==> src/rtl/loop_replay_sequencer.sv <==
// loop_replay_sequencer
// Replays a loop body held in the loop buffer BRAM. On a start pulse it walks
// addresses 0..loop_len-1 cyclically and presents each instruction with its
// reconstructed PC to ID over a valid/ready handshake. A 2-entry skid FIFO
// absorbs the one-cycle BRAM latency. Replay ends on mispredict or flush_in.
//
// Optional feature macro: LOOP_REPLAY_ITER_LIMIT_EN
//   Adds input max_iter (sampled with start) and output limit_hit. A nonzero
//   max_iter stops the replay cleanly after that many completed iterations.
//
// Ports
//   clk, reset            clock, asynchronous active-low reset
//   start                 replay start pulse (loop_len, loop_pc sampled with it)
//   loop_len, loop_pc     body length incl. closing branch, PC of first entry
//   mispredict, flush_in  abort the replay
//   rd_en, rd_addr        BRAM read port request
//   rd_data               BRAM data, valid one cycle after rd_en
//   out_valid, out_ready  handshake towards ID
//   out_instr, out_pc     replayed instruction and its PC
//   active                high while priming or streaming
//   done                  one-cycle pulse on return to IDLE
//   iter_count            completed iterations of the current/last replay
module loop_replay_sequencer #(
  parameter int unsigned ADDR_W = 6,
  parameter int unsigned ITER_W = 16
) (
  input  logic              clk,
  input  logic              reset,
  input  logic              start,
  input  logic [ADDR_W:0]   loop_len,
  input  logic [31:0]       loop_pc,
  input  logic              mispredict,
  input  logic              flush_in,
  output logic              rd_en,
  output logic [ADDR_W-1:0] rd_addr,
  input  logic [31:0]       rd_data,
  output logic              out_valid,
  input  logic              out_ready,
  output logic [31:0]       out_instr,
  output logic [31:0]       out_pc,
  output logic              active,
  output logic              done,
  output logic [ITER_W-1:0] iter_count
`ifdef LOOP_REPLAY_ITER_LIMIT_EN
  ,
  input  logic [ITER_W-1:0] max_iter,
  output logic              limit_hit
`endif
);

  localparam int unsigned DEPTH = 2 ** ADDR_W;
  localparam int unsigned LEN_W = ADDR_W + 1;

  typedef enum logic [1:0] {IDLE, PRIME, STREAM} state_t;

  typedef struct packed {
    logic [31:0] instr;
    logic [31:0] pc;
    logic        last;
  } entry_t;

  state_t state_q, state_d;

  logic [31:0]       pc_q;
  logic [ADDR_W-1:0] last_idx_q;
  logic [ADDR_W-1:0] rd_idx_q, idx_nxt;
  logic              rd_vld_q;
  logic [ADDR_W-1:0] vld_idx_q;
  logic              vld_last_q;
  entry_t            e0_q, e1_q, e0_d, e1_d, new_e;
  logic              v0_q, v1_q, v0_d, v1_d;
  logic [ITER_W-1:0] iter_q, iter_sat;
  logic              active_q, done_q;

  logic       abort, pop, room, issue, start_go, kill, iter_inc;
  logic       limit_now, issue_stop, len_ok;
  logic [1:0] occ;

  // Handshake, credit and limit terms shared by FSM and datapath
  always_comb begin
    abort    = mispredict | flush_in;
    pop      = v0_q & out_ready;
    len_ok   = (loop_len != '0) && (loop_len <= LEN_W'(DEPTH));
    // Occupancy after this cycle's pop plus data already on the BRAM bus;
    // counting the pop lets a freed slot be refilled in the same cycle.
    occ      = 2'(v0_q) + 2'(v1_q) - 2'(pop);
    room     = (occ + 2'(rd_vld_q)) < 2'd2;
    iter_sat = (iter_q == '1) ? iter_q : iter_q + ITER_W'(1);
    iter_inc = pop & e0_q.last & ~abort;
    idx_nxt  = (rd_idx_q == last_idx_q) ? '0 : rd_idx_q + ADDR_W'(1);
  end

`ifdef LOOP_REPLAY_ITER_LIMIT_EN
  logic [ITER_W-1:0] max_q, issue_iter_q;
  logic              limit_hit_q;

  // Reads stop once the final entry of the last allowed iteration is issued,
  // so the FIFO drains exactly to the limit with nothing extra in flight.
  always_comb begin
    issue_stop = (max_q != '0) && (issue_iter_q == max_q);
    limit_now  = (max_q != '0) && iter_inc && (iter_sat == max_q);
  end
`else
  always_comb begin
    issue_stop = 1'b0;
    limit_now  = 1'b0;
  end
`endif

  // State register
  always_ff @(posedge clk or negedge reset) begin
    if (!reset) state_q <= IDLE;
    else        state_q <= state_d;
  end

  // Next state and read issue
  always_comb begin
    state_d = state_q;
    issue   = 1'b0;
    case (state_q)
      IDLE: begin
        if (!abort && start && len_ok) state_d = PRIME;
      end
      PRIME, STREAM: begin
        if (abort) begin
          state_d = IDLE;
        end else begin
          issue   = room & ~issue_stop;
          state_d = limit_now ? IDLE : STREAM;
        end
      end
      default: state_d = IDLE;
    endcase
  end

  always_comb begin
    start_go = (state_q == IDLE) && (state_d == PRIME);
    kill     = (state_d == IDLE);
  end

  // Skid FIFO: slot 0 is always the head so outputs come straight from flops
  always_comb begin
    e0_d = e0_q;
    e1_d = e1_q;
    v0_d = v0_q;
    v1_d = v1_q;
    new_e = '{instr: rd_data,
              pc:    pc_q + 32'({vld_idx_q, 2'b00}),
              last:  vld_last_q};
    if (pop) begin
      e0_d = e1_q;
      v0_d = v1_q;
      v1_d = 1'b0;
    end
    if (rd_vld_q) begin
      if (!v0_d) begin
        e0_d = new_e;
        v0_d = 1'b1;
      end else begin
        e1_d = new_e;
        v1_d = 1'b1;
      end
    end
    if (kill) begin
      v0_d = 1'b0;
      v1_d = 1'b0;
    end
  end

  // Datapath registers
  always_ff @(posedge clk or negedge reset) begin
    if (!reset) begin
      pc_q       <= '0;
      last_idx_q <= '0;
      rd_idx_q   <= '0;
      rd_vld_q   <= 1'b0;
      vld_idx_q  <= '0;
      vld_last_q <= 1'b0;
      e0_q       <= '0;
      e1_q       <= '0;
      v0_q       <= 1'b0;
      v1_q       <= 1'b0;
      iter_q     <= '0;
      active_q   <= 1'b0;
      done_q     <= 1'b0;
    end else begin
      active_q   <= (state_d != IDLE);
      done_q     <= (state_q != IDLE) && (state_d == IDLE);
      rd_vld_q   <= issue;
      vld_idx_q  <= rd_idx_q;
      vld_last_q <= (rd_idx_q == last_idx_q);
      e0_q       <= e0_d;
      e1_q       <= e1_d;
      v0_q       <= v0_d;
      v1_q       <= v1_d;
      if (start_go) begin
        pc_q       <= loop_pc;
        last_idx_q <= ADDR_W'(loop_len - LEN_W'(1));
      end
      if (start_go)   rd_idx_q <= '0;
      else if (issue) rd_idx_q <= idx_nxt;
      if (start_go)      iter_q <= '0;
      else if (iter_inc) iter_q <= iter_sat;
    end
  end

`ifdef LOOP_REPLAY_ITER_LIMIT_EN
  // Iteration limit tracking on the issue side
  always_ff @(posedge clk or negedge reset) begin
    if (!reset) begin
      max_q        <= '0;
      issue_iter_q <= '0;
      limit_hit_q  <= 1'b0;
    end else begin
      limit_hit_q <= (state_q != IDLE) && limit_now && !abort;
      if (start_go) begin
        max_q        <= max_iter;
        issue_iter_q <= '0;
      end else if (issue && (rd_idx_q == last_idx_q) && (issue_iter_q != '1)) begin
        issue_iter_q <= issue_iter_q + ITER_W'(1);
      end
    end
  end

  assign limit_hit = limit_hit_q;
`endif

  assign rd_en      = issue;
  assign rd_addr    = rd_idx_q;
  assign out_valid  = v0_q;
  assign out_instr  = e0_q.instr;
  assign out_pc     = e0_q.pc;
  assign active     = active_q;
  assign done       = done_q;
  assign iter_count = iter_q;

endmodule

==> config.mk <==
export PLATFORM = sky130hd
export DESIGN_NAME = loop_replay_sequencer
export DESIGN_NICKNAME = d
export VERILOG_FILES = /design/src/rtl/loop_replay_sequencer.sv
export SDC_FILE = /design/constraint.sdc
export NUM_CORES = 1
export LEC_CHECK = 0
export CORE_ASPECT_RATIO = 1.2
export CORE_UTILIZATION = 32
export CTS_BUF_LIST = sky130_fd_sc_hd__clkbuf_16
export CTS_CLUSTER_DIAMETER = 60
export CTS_CLUSTER_SIZE = 16
export DETAILED_ROUTE_END_ITERATION = 7
export HOLD_SLACK_MARGIN = 0.1
export PLACE_DENSITY = 0.59
export SLEW_MARGIN = 15
export SYNTH_ARGS = -nofsm -noshare
export SYNTH_HDL_FRONTEND = slang
export SYNTH_SLANG_ARGS = --single-unit
==> constraint.sdc <==
create_clock -name clk -period 13.5 [get_ports clk]
set_input_delay 3.375 -clock clk [delete_from_list [all_inputs] [get_ports clk]]
set_output_delay 3.375 -clock clk [all_outputs]
set_load 0.02 [all_outputs]
==> flow_summary_export.csv, run 1 <==
group,metric,value,unit
critical_path,cp.arrival,6.71,ns
placed_design,dp_cells,1397,
yosys,syn_nets,1033,
floorplan,initial_core_util,32.8,%
critical_path,ff2ff_setup_slack,10.38,ns
drt,vias,6783,
placed_design,numPortBuffers,166,
cts,cts-htree-levels,1,
sta,fmax,99.2,MHz
yosys,synth_top_cell_area_share,52.3,%
power,p_total,2.34,mW
sta,slew_headroom,22.6,%
yosys,avgSynthCellArea,10.4,um2
cts,root_buffer,"clkbuf_16",
critical_path,path_class,"primary input to output pin",
cts,cts_sinks,204,
layout,layout_common_cells,"dfrtp_1 (204), nand2_1 (186), clkdlybuf4s50_1 (165)",
cts,cts_resized,0,
yosys,synth.distinct_cells,51,
layout,fin_cells,1432,
drt,first_pass_iters,5,
power,power_leakage,5.15,nW
power,p_switching,0.844,mW
cts,tritoncts,"done",
critical_path,critPathCaptureType,"output pin",
floorplan,die_w,161,um
placed_design,place_congestion,0.812,
placed_design,dpl_cell_area,11300,um2
power,pwr-share-seq,39.2,%
floorplan,die_height,193,um
floorplan,coreArea,29800,um2
sta,hold_viol_final,0,
sta,rsz0062_at_grt,"false",
drt,vias_per_cell,4.74,
sta,fin_ws,3.42,ns
global_route,grt_pass1_wl,37.2,mm
global_route,grt_usage,14.7,%
global_route,antenna_found_initial,2,
min_path,hold_class,"flip-flop to flip-flop",
layout,areaGrowthSynthToFinish,22.8,%
critical_path,cp_max_fo,28,
global_route,first_global_vias,6896,
yosys,syn_inst,941,
placed_design,pre_cts_slack,3.37,ns
cts,ctsHoldBuffers,0,
sta,drv_slew,0,
floorplan,rows,69,
global_route,grt_overflow,0,
sta,post-route-period-util,74.7,%
floorplan,ios,167,
power,power.density,195,nW/um2
sta,setup_viol,0,
sta,skew,0.0214,ns
global_route,grt_max_degree,102,
cts,cts_max_path_buffers,3,
drt,ant_nets,0,
yosys,async_reset_ff_share,100,%
power,intPower,1.50,mW
yosys,ys_warn_count,0,
drt,routedWlPerCell,15.8,um
sta,tightest_slew,1.16,ns
outcome,status,"finished clean",
yosys,synth_seq_area_share,52.3,%
yosys,synth_flop_cell,"dfrtp_1",
power,netSwitchingFraction,36.1,%
sta,period_needed,10.08,ns
yosys,syn_area,9760,um2
sta,tns,0,ns
layout,final_cell_area,12000,um2
layout,layout_commonest_cell,"dfrtp_1",
cts,post_cts_buffers,0,
power,clkPwrFrac,24.9,%
cts,clkLatencyLatePin,0.51,ns
drt,drc,0,
drt,drt-total-wl,22.7,mm
layout,drive_above_1_share,9.60,%
drt,drt_first_iter_violations,321,
yosys,synthTopCellsByArea,"dfrtp_1 (52%), nand2_1 (7.2%), mux2_2 (5.8%)",
cts,numCtsBuffers,20,
yosys,synth_seq_cells,204,
yosys,yosysTopAreaCell,"dfrtp_1",
critical_path,crit_path_start_kind,"primary input",
power,peakVddDrop,0.146,mV
flow_run,drv_cap,0,
critical_path,cp.required,10.12,ns
placed_design,dp_hpwl,15.1,mm
cts,path_clk_slew,0.06,ns
floorplan,dieArea,31200,um2
layout,antenna_cells,0,
layout,layout.nets,1122,
layout,n_fill_cell,2940,
yosys,synth_enable_flop_cells,0,
power,power_frac_comb,35.9,%
[metrics by stage]
step / utilization, % / hold WS, ns
floorplan: - / 0.446
global placement: 37.9 / 0.463
detailed placement: 37.9 / 0.471
CTS: 40.2 / 0.489
global route: 40.3 / 0.512
finish: 40.3 / 0.483
[cells by family after synthesis]
| kind of cell | Yosys count | synth area share, % |
|---|---|---|
| simple gates | 304 | 13.7 |
| flops | 204 | 52.3 |
| compound gates | 151 | 9.19 |
| buf+inv | 117 | 7.47 |
| mux | 100 | 10.9 |
| xor+xnor | 50 | 4.49 |
| fa+ha+maj | 15 | 2.00 |
[flip-flops by register name, summed over array words and instances, names as in the netlist, 2 cells and up]
name and count:
vld_idx_q 6, pc_q 32, e1_q 65, rd_addr 6, out_instr 32, iter_count 16, last_idx_q 6, out_pc 32
state_q 2
[metal layers]
layer	routed length (um)	track usage [%]	up-vias
met4	244	3.00	4
met5	26	0	-
met3	1700	4.05	24
li1	-	-	3312
met2	10500	23.5	163
met1	10300	19.8	3280
[critical path: stages]
cell and delay (ns):
clkdlybuf4s50_1 0.48, nand2_1 0.41, inv_4 0.51, ha_1 0.32
inv_1 0.06, ha_1 0.21, a21oi_1 0.16, xnor2_1 0.07
or2_2 0.34, inv_1 0.12, clkdlybuf4s50_1 0.63
[Yosys cell counts, types with 2 or more instances]
library cell,count
xor2_1,24
o21ai_0,76
a21boi_0,2
and2_1,18
nor2b_1,4
and4_1,2
mux2_2,50
ha_1,14
o31ai_1,2
nand2_1,187
buf_4,65
nor3_1,9
mux2i_1,50
nand2b_1,2
or2_2,2
buf_2,7
dfrtp_1,204
clkbuf_1,28
nor3b_1,2
o21ai_1,6
o311ai_0,6
and3_1,4
nand4_1,13
nand3_1,17
a211oi_1,17
buf_6,5
nor2_1,38
xnor2_1,26
o21a_1,2
a21oi_1,29
inv_1,10
[layout make-up]
| cell class | instances | area, um2 | area share, % |
|---|---|---|---|
| sequential | 204 | 5100 | 42.6 |
| multi-input combinational | 620 | 3960 | 33.0 |
| timing repair buffer | 173 | 1730 | 14.4 |
| clock buffer | 21 | 526 | 4.38 |
| tap | 390 | 488 | 4.07 |
| clock inverter | 13 | 143 | 1.19 |
| inverter | 11 | 43.8 | 0.365 |
[power by group through the flow]
| stage | registers [mW] | clock network, mW | logic (mW) |
|---|---|---|---|
| floorplan | 0.899 | 0 | 0.650 |
| global placement | 0.929 | 0 | 0.835 |
| detailed placement | 0.935 | 0 | 0.849 |
| CTS | 0.924 | 0.607 | 0.852 |
| global route | 0.946 | 0.628 | 0.930 |
| finish | 0.919 | 0.583 | 0.839 |
[path summary, 6_finish.rpt]
kind                           start        endpoint  cells after the start
max                        out_ready           rd_en                     11
min                         e1_q[31]        e1_q[31]                      2
max reg2reg                out_valid      rd_addr[2]                     11
min reg2reg                 e1_q[31]        e1_q[31]                      2
max in group asynchronous      reset  iter_count[14]                      3
min in group asynchronous      reset    out_instr[2]                      1
No activity file was read; power rests on OpenSTA's default activity.
==> run 2, diff against run 1 <==
- clock period: 13.5 -> 10.4 ns (I/O delays scaled with it)
==> flow_summary_export.csv, run 2 (synthesized netlist as in run 1, its figures left out) <==
group,metric,value,unit
outcome,status,"finished clean",
global_route,grt_usage,14.7,%
layout,layout.nets,1123,
power,p_total,3.01,mW
drt,drc,0,
drt,wl_met3,1.49,mm
sta,post-route-period-util,82.3,%
sta,tns,0,ns
sta,slew_headroom,27.8,%
layout,largest_register,"e1_q",
sta,fin_ws,1.84,ns
cts,ctsHoldBuffers,0,
cts,post_cts_buffers,0,
floorplan,initial_core_util,32.8,%
floorplan,die_height,193,um
critical_path,ff2ff_setup_slack,7.26,ns
critical_path,cp_max_fo,26,
layout,fin_cells,1432,
drt,drt-total-wl,22.6,mm
sta,skew,0.0191,ns
floorplan,coreArea,29800,um2
sta,hold_ws,0.483,ns
placed_design,pre_cts_slack,1.83,ns
cts,path_clk_slew,0.07,ns
layout,layout_commonest_cell,"dfrtp_1",
drt,ant_nets,0,
layout,drive_above_1_share,9.79,%
critical_path,cp.arrival,5.96,ns
cts,tritoncts,"done",
global_route,grt_pass1_wl,37.0,mm
power,peakVddDrop,0.136,mV
drt,wl_met1,10.4,mm
cts,cts_sinks,204,
drt,first_pass_iters,4,
cts,cts_max_path_buffers,3,
sta,hold_viol_final,0,
layout,final_util,40.2,%
layout,largest_reg_flops,65,
layout,antenna_cells,0,
global_route,first_global_vias,6861,
drt,dr.max_layer_used,"met4",
flow_run,drv_cap,0,
min_path,min_from,"e1_q[10]",
power,power_leakage,5.14,nW
layout,layout_common_cells,"dfrtp_1 (204), nand2_1 (186), clkdlybuf4s50_1 (165)",
placed_design,place_congestion,0.796,
drt,vias_per_cell,4.76,
critical_path,critPathCaptureType,"output pin",
cts,clkLatencyLatePin,0.50,ns
sta,tightest_slew,1.08,ns
placed_design,dpl_cell_area,11300,um2
critical_path,reg2reg_to,"rd_addr[2]",
sta,period_needed,8.56,ns
global_route,grt_overflow,0,
critical_path,reg2reg_depth,11,
floorplan,dieArea,31200,um2
global_route,grt_max_degree,96,
drt,vias,6810,
critical_path,cp.required,7.80,ns
sta,drv_slew,0,
placed_design,numPortBuffers,166,
critical_path,crit_path_start,"out_ready",
layout,areaGrowthSynthToFinish,22.7,%
power,power.density,252,nW/um2
placed_design,dp_hpwl,15.0,mm
floorplan,ios,167,
placed_design,dp_cells,1398,
global_route,antenna_found_initial,0,
floorplan,rows,69,
min_path,hold_class,"flip-flop to flip-flop",
critical_path,r2r-start,"out_valid",
drt,routedWlPerCell,15.8,um
sta,fmax,117,MHz
floorplan,die_w,161,um
cts,root_buffer,"clkbuf_16",
cts,cts-htree-levels,1,
sta,rsz0062_at_grt,"false",
critical_path,path_class,"primary input to output pin",
layout,n_fill_cell,2952,
cts,cts_resized,0,
critical_path,crit_end,"rd_en",
drt,routed-wl-met2,10.4,mm
drt,drt_first_iter_violations,346,
cts,numCtsBuffers,20,
sta,setup_viol,0,
layout,final_cell_area,12000,um2
critical_path,crit_path_start_kind,"primary input",
==> run 2: worst max-delay path: stages <==
cell             delay [ns]
clkdlybuf4s50_1        0.49
nand2_1                0.42
inv_4                  0.51
ha_1                   0.31
inv_1                  0.06
ha_1                   0.22
a21oi_1                0.16
xnor2_1                0.08
or2_2                  0.34
inv_1                  0.13
clkdlybuf4s50_1        0.63
==> run 2: routing by layer <==
layer | GRT usage [%] | up-vias
li1 | - | 3328
met1 | 19.7 | 3290
met2 | 23.5 | 171
met3 | 3.88 | 21
met4 | 3.39 | 0
met5 | 0 | -
==> run 2: final cells by class <==
cell class / instances / area (um2) / share of cell area [%]
Timing Repair Buffer: 174 / 1740 / 14.5
Tap cell: 390 / 488 / 4.07
Multi-Input combinational cell: 620 / 3960 / 33.0
Inverter: 11 / 43.8 / 0.366
Clock inverter: 12 / 120 / 1.00
Sequential cell: 204 / 5100 / 42.6
Clock buffer: 21 / 526 / 4.39
==> run 2: how the worst min path moves through the flow <==
stage / end / slack, ns / cells after the start
floorplan: e0_q[0] / 0.45 / 2
global placement: e1_q[23] / 0.46 / 2
detailed placement: pc_q[7] / 0.47 / 2
CTS: pc_q[7] / 0.49 / 2
global route: e1_q[23] / 0.50 / 2
finish: e1_q[10] / 0.48 / 2
==> run 2: where the power goes <==
| group | internal [mW] | switching (mW) | total (mW) |
|---|---|---|---|
| registers | 1.03 | 0.162 | 1.19 |
| logic | 0.493 | 0.601 | 1.09 |
| clock network | 0.398 | 0.327 | 0.725 |
| total | 1.92 | 1.09 | 3.01 |
==> run 3, diff against run 2 <==
- PLACE_DENSITY: 0.59 -> 0.61
- clock period: 10.4 -> 6.95 ns (I/O delays scaled with it)
==> flow_summary_export.csv, run 3 (synthesized netlist as in run 1, its figures left out) <==
group,metric,value,unit
layout,n_fill_cell,2970,
global_route,first_global_vias,6865,
outcome,status,"finished clean",
global_route,antenna_found_initial,0,
cts,cts-htree-levels,1,
floorplan,ios,167,
floorplan,initial_core_util,32.8,%
cts,ctsHoldBuffers,0,
critical_path,cp_max_fo,8,
cts,post_cts_buffers,0,
cts,cts_resized,0,
layout,largest_reg_flops,65,
placed_design,place_congestion,0.788,
cts,cts_sinks,204,
sta,tightest_slew,0.974,ns
layout,layout.nets,1127,
sta,period_needed,5.98,ns
placed_design,dp_cells,1400,
placed_design,numPortBuffers,166,
floorplan,die_height,193,um
sta,fin_ws,0.969,ns
sta,rsz0062_at_grt,"false",
sta,post-route-period-util,86.1,%
drt,drc,0,
min_path,hold_class,"flip-flop to flip-flop",
global_route,grt_overflow,0,
critical_path,path_class,"primary input to output pin",
global_route,grt_usage,14.3,%
layout,layout_commonest_cell,"dfrtp_1",
layout,largest_register,"e1_q",
placed_design,dp_hpwl,14.7,mm
cts,cts_max_path_buffers,3,
cts,path_clk_slew,0.06,ns
sta,fmax,167,MHz
sta,hold_viol_final,0,
cts,tritoncts,"done",
cts,clkLatencyLatePin,0.52,ns
layout,layout_common_cells,"dfrtp_1 (204), nand2_1 (186), clkdlybuf4s50_1 (165)",
layout,antenna_cells,0,
drt,drt_first_iter_violations,354,
layout,drive_above_1_share,10.4,%
layout,fin_cells,1440,
sta,tns,0,ns
sta,setup_viol,0,
drt,drt-total-wl,22.2,mm
critical_path,cp.required,5.21,ns
drt,routedWlPerCell,15.4,um
floorplan,rows,69,
layout,areaGrowthSynthToFinish,23.6,%
flow_run,drv_cap,0,
placed_design,pre_cts_slack,0.971,ns
drt,vias,6826,
sta,skew,0.0177,ns
floorplan,die_w,161,um
sta,drv_slew,0,
power,peakVddDrop,0.257,mV
critical_path,crit_path_start_kind,"primary input",
drt,first_pass_iters,5,
global_route,grt_max_degree,135,
sta,hold_ws,0.483,ns
floorplan,coreArea,29800,um2
global_route,grt_pass1_wl,36.2,mm
layout,final_util,40.5,%
drt,ant_nets,0,
floorplan,dieArea,31200,um2
drt,vias_per_cell,4.74,
critical_path,cp.arrival,4.24,ns
cts,root_buffer,"clkbuf_16",
power,power.density,379,nW/um2
critical_path,critPathCaptureType,"output pin",
cts,numCtsBuffers,22,
sta,slew_headroom,35.1,%
power,power_leakage,5.20,nW
run 3: layout make-up:
type | count | area (um2) | area share [%]
Clock buffer | 23 | 576 | 4.77
Clock inverter | 16 | 136 | 1.13
Inverter | 11 | 43.8 | 0.363
Multi-Input combinational cell | 620 | 3960 | 32.8
Sequential cell | 204 | 5100 | 42.3
Tap cell | 390 | 488 | 4.04
Timing Repair Buffer | 176 | 1770 | 14.6
run 3: final timing paths:
path,start,endpoint,slack (ns),depth (start not counted)
hold reg to reg,e1_q[10],e1_q[10],0.48,2
setup reg to reg,pc_q[2],e1_q[27],4.35,8
max in group asynchronous,reset,out_instr[28],4.60,2
min in group asynchronous,reset,e1_q[38],1.21,1
hold / removal,e1_q[10],e1_q[10],0.48,2
setup / recovery,out_ready,rd_en,0.97,11
run 3: metal layers:
metal / up-vias / GRT usage, % / part of all wire (%)
met1: 3290 / 18.6 / 46
met3: 29 / 3.77 / 7.1
met5: - / 0 / 0
met2: 166 / 23.4 / 46
met4: 0 / 3.81 / 1.6
li1: 3341 / - / -
run 3: critical path, stage by stage:
cell and delay (ns):
clkdlybuf4s50_1 0.42, nand2_1 0.14, inv_4 0.04, ha_1 0.26, inv_1 0.04, ha_1 0.26
a21oi_1 0.16, xnor2_1 0.07, or2_2 0.34, inv_1 0.15, clkdlybuf4s50_1 0.63
run 3: power breakdown:
| group | total, mW | internal, mW | switching [mW] | leakage, nW |
|---|---|---|---|---|
| logic | 1.64 | 0.739 | 0.900 | 2.18 |
| clock network | 1.16 | 0.624 | 0.533 | 0.351 |
| registers | 1.78 | 1.54 | 0.236 | 2.67 |
| total | 4.58 | 2.91 | 1.67 | 5.20 |
run 3: metrics by stage:
step / instance area, um2 / power, mW
6_report: 12100 / 4.58
2_1_floorplan: 9760 / 3.01
5_1_grt: 12100 / 4.88
3_5_place_dp: 11300 / 3.45
3_3_place_gp: 11300 / 3.41
4_1_cts: 12000 / 4.64
